$ cat config.mk
export PLATFORM = sky130hd
export DESIGN_NAME = sar_adc_ctrl
export DESIGN_NICKNAME = d
export VERILOG_FILES = /design/src/rtl/sar_adc_ctrl.sv
export SDC_FILE = /design/constraint.sdc
export NUM_CORES = 1
export LEC_CHECK = 0
export BUFFER_PORTS_ARGS = -buffer_cell sky130_fd_sc_hd__buf_2
export CAP_MARGIN = 20
export CORE_UTILIZATION = 25
export CTS_CLUSTER_DIAMETER = 60
export DETAILED_ROUTE_END_ITERATION = 16
export PLACE_DENSITY = 0.51
export SYNTH_ARGS = -nofsm -noshare
export SYNTH_HDL_FRONTEND = slang
export SYNTH_SLANG_ARGS = --single-unit
$ cat constraint.sdc
create_clock -name clk -period 2.7 [get_ports clk]
set_clock_uncertainty 0.1 [all_clocks]
set_input_delay 0.135 -clock clk [delete_from_list [all_inputs] [get_ports clk]]
set_output_delay 0.135 -clock clk [all_outputs]
set_load 0.1 [all_outputs]
$ cat src/rtl/sar_adc_ctrl.sv
// Successive-approximation conversion controller: steers track/hold, drives
// trial codes to the comparator DAC and resolves one bit per step, MSB first.
//
// state   | meaning
// --------+-----------------------------------------------------------
// IDLE    | waiting for start, sample switch open, last result held
// ACQUIRE | track phase, sample switch closed for ACQ_CYCLES cycles
// SETTLE  | trial code on the DAC, waiting SETTLE_CYCLES for it to settle
// DECIDE  | comparator sampled at the closing edge, one bit resolved
// DONE    | one-cycle data_valid; start here chains the next conversion
module sar_adc_ctrl #(
  parameter int WIDTH         = 10,
  parameter int ACQ_CYCLES    = 4,
  parameter int SETTLE_CYCLES = 2
) (
  input  logic             clk,
  input  logic             rst,
  input  logic             start,
  input  logic             comp_in,
  output logic             sample_hold,
  output logic [WIDTH-1:0] dac_trial,
  output logic             busy,
  output logic             data_valid,
  output logic [WIDTH-1:0] data_out
);

  localparam int CNT_MAX = (ACQ_CYCLES > SETTLE_CYCLES) ? ACQ_CYCLES : SETTLE_CYCLES;
  localparam int CNT_W   = (CNT_MAX > 1) ? $clog2(CNT_MAX) : 1;
  localparam int IDX_W   = $clog2(WIDTH);

  localparam logic [CNT_W-1:0] CNT_ONE     = CNT_W'(1);
  localparam logic [CNT_W-1:0] ACQ_LOAD    = CNT_W'(ACQ_CYCLES - 1);
  localparam logic [CNT_W-1:0] SETTLE_LOAD = CNT_W'((SETTLE_CYCLES > 0) ? SETTLE_CYCLES - 1 : 0);
  localparam logic [IDX_W-1:0] IDX_ONE     = IDX_W'(1);
  localparam logic [IDX_W-1:0] MSB_IDX     = IDX_W'(WIDTH - 1);
  localparam logic [WIDTH-1:0] ONE         = WIDTH'(1);

  typedef enum logic [2:0] {
    IDLE    = 3'd0,
    ACQUIRE = 3'd1,
    SETTLE  = 3'd2,
    DECIDE  = 3'd3,
    DONE    = 3'd4
  } state_t;

  state_t           state;
  logic [CNT_W-1:0] cnt;
  logic [IDX_W-1:0] bit_idx;
  logic [WIDTH-1:0] result;

  logic [WIDTH-1:0] bit_mask;
  logic [WIDTH-1:0] next_mask;
  logic [WIDTH-1:0] result_next;

  // result only ever holds decided bits; the trial bit is added on the DAC side
  assign bit_mask    = ONE << bit_idx;
  assign next_mask   = ONE << (bit_idx - IDX_ONE);
  assign result_next = comp_in ? (result | bit_mask) : result;

  always_ff @(posedge clk) begin
    if (rst) begin
      state       <= IDLE;
      cnt         <= '0;
      bit_idx     <= '0;
      result      <= '0;
      sample_hold <= 1'b0;
      dac_trial   <= '0;
      busy        <= 1'b0;
      data_valid  <= 1'b0;
      data_out    <= '0;
    end else begin
      data_valid <= 1'b0;
      case (state)
        IDLE: begin
          if (start) begin
            state       <= ACQUIRE;
            busy        <= 1'b1;
            sample_hold <= 1'b1;
            cnt         <= ACQ_LOAD;
          end
        end

        ACQUIRE: begin
          if (cnt == '0) begin
            sample_hold <= 1'b0;
            result      <= '0;
            bit_idx     <= MSB_IDX;
            dac_trial   <= ONE << MSB_IDX;
            cnt         <= SETTLE_LOAD;
            state       <= (SETTLE_CYCLES == 0) ? DECIDE : SETTLE;
          end else begin
            cnt <= cnt - CNT_ONE;
          end
        end

        SETTLE: begin
          if (cnt == '0) begin
            state <= DECIDE;
          end else begin
            cnt <= cnt - CNT_ONE;
          end
        end

        DECIDE: begin
          result <= result_next;
          if (bit_idx == '0) begin
            data_out   <= result_next;
            data_valid <= 1'b1;
            busy       <= 1'b0;
            dac_trial  <= '0;
            state      <= DONE;
          end else begin
            bit_idx   <= bit_idx - IDX_ONE;
            dac_trial <= result_next | next_mask;
            cnt       <= SETTLE_LOAD;
            state     <= (SETTLE_CYCLES == 0) ? DECIDE : SETTLE;
          end
        end

        DONE: begin
          if (start) begin
            state       <= ACQUIRE;
            busy        <= 1'b1;
            sample_hold <= 1'b1;
            cnt         <= ACQ_LOAD;
          end else begin
            state <= IDLE;
          end
        end

        default: state <= IDLE;
      endcase
    end
  end

`ifndef SYNTHESIS
  // Completion and busy are mutually exclusive; tracking only happens inside a conversion.
  a_valid_not_busy: assert property (@(posedge clk) disable iff (rst) !(busy && data_valid));
  a_track_in_busy:  assert property (@(posedge clk) disable iff (rst) (!sample_hold || busy));
`endif

endmodule

==> results of run 1 <==
[layout make-up]
type	instances	area [um2]	area share (%)
sequential	42	840.8	37.48
inverter	8	30.03	1.339
timing repair buffer	28	145.1	6.470
tap	99	123.9	5.521
multi-input combinational	157	997.2	44.45
clock buffer	7	76.32	3.402
clock inverter	1	30.03	1.339
[per-layer routing]
layer | vias to the layer above | track usage, % | part of all wire [%]
li1 | 828 | - | -
met1 | 735 | 15.89 | 50
met2 | 25 | 17.18 | 46
met3 | 4 | 3.553 | 3.3
met4 | 0 | 3.091 | 0.56
met5 | - | 0 | 0
[worst paths after layout]
kind / to / cells after the start / slack, ns / start
worst min register to register: dac_trial[7]$_SDFFE_PP0P_ / 2 / 0.35 / dac_trial[7]$_SDFFE_PP0P_
worst max-delay path: cnt[1]$_SDFFE_PP0P_ / 6 / 0.67 / bit_idx[0]$_SDFFE_PP0P_
worst min-delay path: result[8]$_SDFFE_PP0P_ / 2 / 0.13 / rst
worst max register to register: cnt[1]$_SDFFE_PP0P_ / 6 / 0.67 / bit_idx[0]$_SDFFE_PP0P_
[critical path: stages (launching register included)]
cell and delay [ns]:
dfxtp_1 0.38, inv_1 0.13, ha_1 0.31, nor3b_4 0.35, nand2_2 0.21, o21ai_2 0.12, mux2_1 0.32
[cells by family (layout without fill, tap and decap cells)]
| family | count (synthesis) | count (layout) |
|---|---|---|
| AOI/OAI and AO/OA | 69 | 69 |
| DFF | 42 | 42 |
| and+or+nand+nor | 76 | 76 |
| adders and majority gates | 7 | 7 |
| muxes | 2 | 2 |
| xor gates and xnor gates | 3 | 3 |
| buffers and inverters | 23 | 44 |
[layout by cell type, fill, tap and decap left out, types with 2 or more instances in the layout]
cell type,n
xnor2_1,2
ha_1,7
clkbuf_1,2
mux2_1,2
clkbuf_8,5
buf_4,2
inv_1,8
buf_2,26
a32o_1,2
dfxtp_1,42
a311oi_1,2
nor3_1,7
nand2_1,24
a21oi_1,21
a21boi_1,2
a22oi_1,7
o21ai_1,9
a31oi_1,3
nor2_1,25
o21ai_0,4
nor2b_1,3
a211oi_1,6
a31o_2,7
[stage by stage]
step	worst slack [ns]	power [mW]	util [%]
after floorplan	0.9196	1.150	-
after global placement	0.7422	1.230	29.00
after detailed placement	0.6758	1.231	29.00
after CTS	0.6600	1.724	30.44
after global routing	0.4642	1.807	30.44
final	0.6706	1.704	30.44
[state kept, by name, indices dropped and copies added (netlist names)]
register	count
bit_idx	4
state	3
cnt	2
busy	1
data_out	10
data_valid	1
dac_trial	10
result	10
sample_hold	1
[power by group]
part           switching [mW]  internal [mW]
Combinational           0.336          0.157
Clock                   0.213          0.277
Sequential             0.0570          0.663
Total                   0.606           1.10
==> flow_metrics.tcl, run 1 <==
set metrics [dict create \
    status "finished, final reports clean" \
    post_dp_cell_area_um2 2137 \
    min_path_type "input pin to register" \
    via_per_inst 4.655 \
    fin_area_um2 2243 \
    fin_crit_sh_pct 75.16 \
    fp-row-count 31 \
    drtAntennaViolNets 0 \
    synth_fp_nets 233 \
    synth.distinct_cells 48 \
    cts_tree "built" \
    setup_viol 0 \
    yosysMostFrequentCell "dfxtp_1" \
    diodes 0 \
    p_leak_nw 0.8789 \
    ys_seq_elements 42 \
    relSlewSlack_pct 67.19 \
    timing.fmax_ghz 0.4927 \
    arrival_ns 2.12 \
    io_buffers 26 \
    drt_first_pass_iters 4 \
    ys_async_sr_fraction_pct 0 \
    synth_top_cells_by_area "dfxtp_1 43%, a21oi_1 5.4%, nor2_1 4.8%" \
    initial_core_util_pct 26.37 \
    nFillCells 799 \
    synth_top_family_by_area "compound AO/OA/AOI/OAI gates" \
    synthTopCellsByCount "42 x dfxtp_1, 25 x nor2_1, 24 x nand2_1" \
    hold_viol_final 0 \
    rsz0062_at_grt "false" \
    p_per_area_nw_per_um2 759.4 \
    synth_compound_area_share_pct 23.31 \
    drive_gt1_share_pct 20.99 \
    syn2layout_area_growth_pct 15.45 \
    h-tree-depth 2 \
    seq_area_frac_synth_pct 43.27 \
    crit_path_end_kind "register" \
    yosys.area_share.simple_pct 20.99 \
    ios 27 \
    clock_tree.buffer_depth 2 \
    synth_edf_count 0 \
    setup_tns_ns 0 \
    gp_congestion 0.7613 \
    worstPathMaxFanout 10 \
    yosysTopAreaCellShare_pct 43.27 \
    die_w_um 90.16 \
    placed_cells 334 \
    antenna_found_initial 0 \
    grt_pass1_wl_um 7479 \
    grtUsageTotal_pct 11.49 \
    yosys.area.top_type "dfxtp_1" \
    yosysWarnings 0 \
    postCtsResizedCells 0 \
    drv_slew 0 \
    cts_made_buffers 5 \
    dp_hpwl_um 3290 \
    fin_crit_ns 2.029 \
    critPathKind "register to register" \
    muxShareOfSynthArea_pct 1.159 \
    grt_pass1_vias 1510 \
    critPathRequiredTime_ns 2.79 \
    holdWs_ns 0.1337 \
    fp.coreArea_um2 7370 \
    synth_cells 222 \
    cts_sinks 42 \
    grt_max_degree 20 \
    final_nets 253 \
    synthAdderAreaFrac_pct 4.507 \
    synth_xor_area_share_pct 1.352 \
    grt_overflow 0 \
    post_cts_buffers 0 \
    wl_um 4483 \
    num_vias 1592 \
    worst_pin_slew_ns 0.4956 \
    dieHeight_um 90.16 \
    clockRootBuffer "clkbuf_8" \
    ir_worst_vdd_v 0.0002845 \
    synth_flop_cell "dfxtp_1" \
    drc_errors 0 \
    maxCapViolations 0 \
    syn_area_per_cell_um2 8.753 \
    critPathLaunchType "register" \
    synth_area_um2 1943 \
    fp.dieArea_um2 8129 \
    clkTransAtPathRegs_ns 0.08 \
    finalNonFillerCells 342 \
    drt_iter0_markers 109 \
    hold_buffers 0 \
    clk_latency_ns 0.29 \
    wire_per_inst_um 13.11 \
]
(Power assumes the default switching activity.)
==> inputs of run 2 (changes only) <==
==> constraint.sdc (replaced) <==
create_clock -name clk -period 2.1 [get_ports clk]
set_clock_uncertainty 0.1 [all_clocks]
set_input_delay 0.105 -clock clk [delete_from_list [all_inputs] [get_ports clk]]
set_output_delay 0.105 -clock clk [all_outputs]
set_load 0.1 [all_outputs]
==> flow_metrics.tcl, run 2 (synthesis gave the netlist of run 1 again) <==
set metrics [dict create \
    status "finished, final reports clean" \
    setup_viol 0 \
    largestRegisters "dac_trial x10, data_out x10, result x10" \
    finalNonFillerCells 345 \
    post_cts_buffers 0 \
    gp_congestion 0.7860 \
    critPathKind "register to register" \
    p_leak_nw 0.8996 \
    clockRootBuffer "clkbuf_8" \
    h-tree-depth 2 \
    drive_gt1_share_pct 22.76 \
    via_per_inst 4.765 \
    min_path_type "input pin to register" \
    hold_viol_final 0 \
    worst_pin_slew_ns 0.4894 \
    critPathLaunchType "register" \
    p_switching_mw 0.8089 \
    crit_family "compound AO/OA/AOI/OAI gates" \
    grtUsageTotal_pct 11.46 \
    cp_slowest_stage_delay_ns 0.47 \
    rsz0062_at_grt "false" \
    syn2layout_area_growth_pct 16.93 \
    dp_hpwl_um 3331 \
    cpMaxStageDelayCell "dfxtp_1" \
    timing.fmax_ghz 0.5299 \
    num_vias 1644 \
    final_nets 256 \
    fp.dieArea_um2 8129 \
    ios 27 \
    internal_power_mw 1.421 \
    diodes 0 \
    drt_first_pass_iters 4 \
    grt_max_degree 22 \
    fin_crit_ns 1.887 \
    grt_pass1_wl_um 7555 \
    initial_core_util_pct 26.37 \
    layout_common_cells "42 x dfxtp_1, 26 x buf_2, 25 x nor2_1, 24 x nand2_1, 21 x a21oi_1" \
    cts_tree "built" \
    fin_crit_sh_pct 89.86 \
    worst_slack_ns 0.2129 \
    maxCapViolations 0 \
    post_dp_cell_area_um2 2160 \
    cts_sinks 42 \
    drc_errors 0 \
    fin_area_um2 2272 \
    clk_latency_ns 0.30 \
    hold_buffers 0 \
    p_seq_share_pct 41.7 \
    nFillCells 804 \
    dieHeight_um 90.16 \
    wl_um 4504 \
    crit_buf_inv 1 \
    io_buffers 26 \
    post-place-ws_ns 0.2314 \
    crit_chain "inv_1 > ha_1 > nor3b_4 > o21ai_1 > a21oi_1 > a311oi_1" \
    placed_cells 337 \
    arrival_ns 1.99 \
    drtAntennaViolNets 0 \
    die_w_um 90.16 \
    wire_per_inst_um 13.06 \
    swShare_pct 36.28 \
    fp-row-count 31 \
    grt_overflow 0 \
    setup_tns_ns 0 \
    cts_made_buffers 5 \
    clkTransAtPathRegs_ns 0.08 \
    fin_util_pct 30.83 \
    layout_commonest_cell "dfxtp_1" \
    worstPathMaxFanout 8 \
    drt_iter0_markers 77 \
    ir_worst_vdd_v 0.0002707 \
    antenna_found_initial 0 \
    grt_pass1_vias 1502 \
    clock_tree.buffer_depth 2 \
    fp.coreArea_um2 7370 \
    pwr-share-clk_pct 29.1 \
    drv_slew 0 \
    postCtsResizedCells 0 \
    p_per_area_nw_per_um2 981.2 \
    crit_path_end_kind "register" \
    p_comb_share_pct 29.1 \
    relSlewSlack_pct 67.59 \
    critPathRequiredTime_ns 2.20 \
]
## run 2: cell types whose count changed in the layout (fill, tap and decap cells not counted), sizes merged
cell and change:
buf +3, clkbuf -2, clkinv +1, inv +1
## run 2: worst paths after layout
check                                                  to                       from  slack [ns]  cells after the start
worst min register to register  dac_trial[0]$_SDFFE_PP0P_  dac_trial[0]$_SDFFE_PP0P_        0.35                      2
worst max-delay path            dac_trial[9]$_SDFFE_PP0P_    bit_idx[0]$_SDFFE_PP0P_        0.21                      6
worst min-delay path                state[2]$_SDFFE_PP0P_                        rst        0.06                      2
worst max register to register  dac_trial[9]$_SDFFE_PP0P_    bit_idx[0]$_SDFFE_PP0P_        0.21                      6
## run 2: area by class of cell
| cell class | count | area, um2 | share of cell area [%] |
|---|---|---|---|
| multi-input cells | 157 | 997.2 | 43.89 |
| flip-flops and latches | 42 | 840.8 | 37.00 |
| repair buffers | 31 | 167.7 | 7.379 |
| well taps | 99 | 123.9 | 5.452 |
| clock buffers | 5 | 68.82 | 3.029 |
| clock inverters | 3 | 43.79 | 1.927 |
| inverters | 8 | 30.03 | 1.322 |
## run 2: power groups by stage
stage / sequential [mW] / clock (mW) / combinational (mW)
floorplan: 1.06 / 0 / 0.419
global placement: 0.946 / 0 / 0.652
detailed placement: 0.950 / 0 / 0.651
CTS: 0.931 / 0.664 / 0.654
global route: 0.943 / 0.701 / 0.710
finish: 0.930 / 0.650 / 0.650
## run 2: per-layer routing
metal	share of wire, %	vias up	track usage (%)	wire, um
met2	48	29	18.38	2142
met3	4.6	2	2.876	208
met5	0	-	0	0
met1	47	780	15.18	2139
li1	-	833	-	-
met4	0.29	0	3.226	13
## run 2: per-stage QoR
step	hold slack [ns]	total power, mW
after floorplan	0.3181	1.478
after global placement	0.3360	1.599
after detailed placement	0.3432	1.601
after CTS	0.05378	2.249
after global routing	0.07304	2.353
final	0.05822	2.230
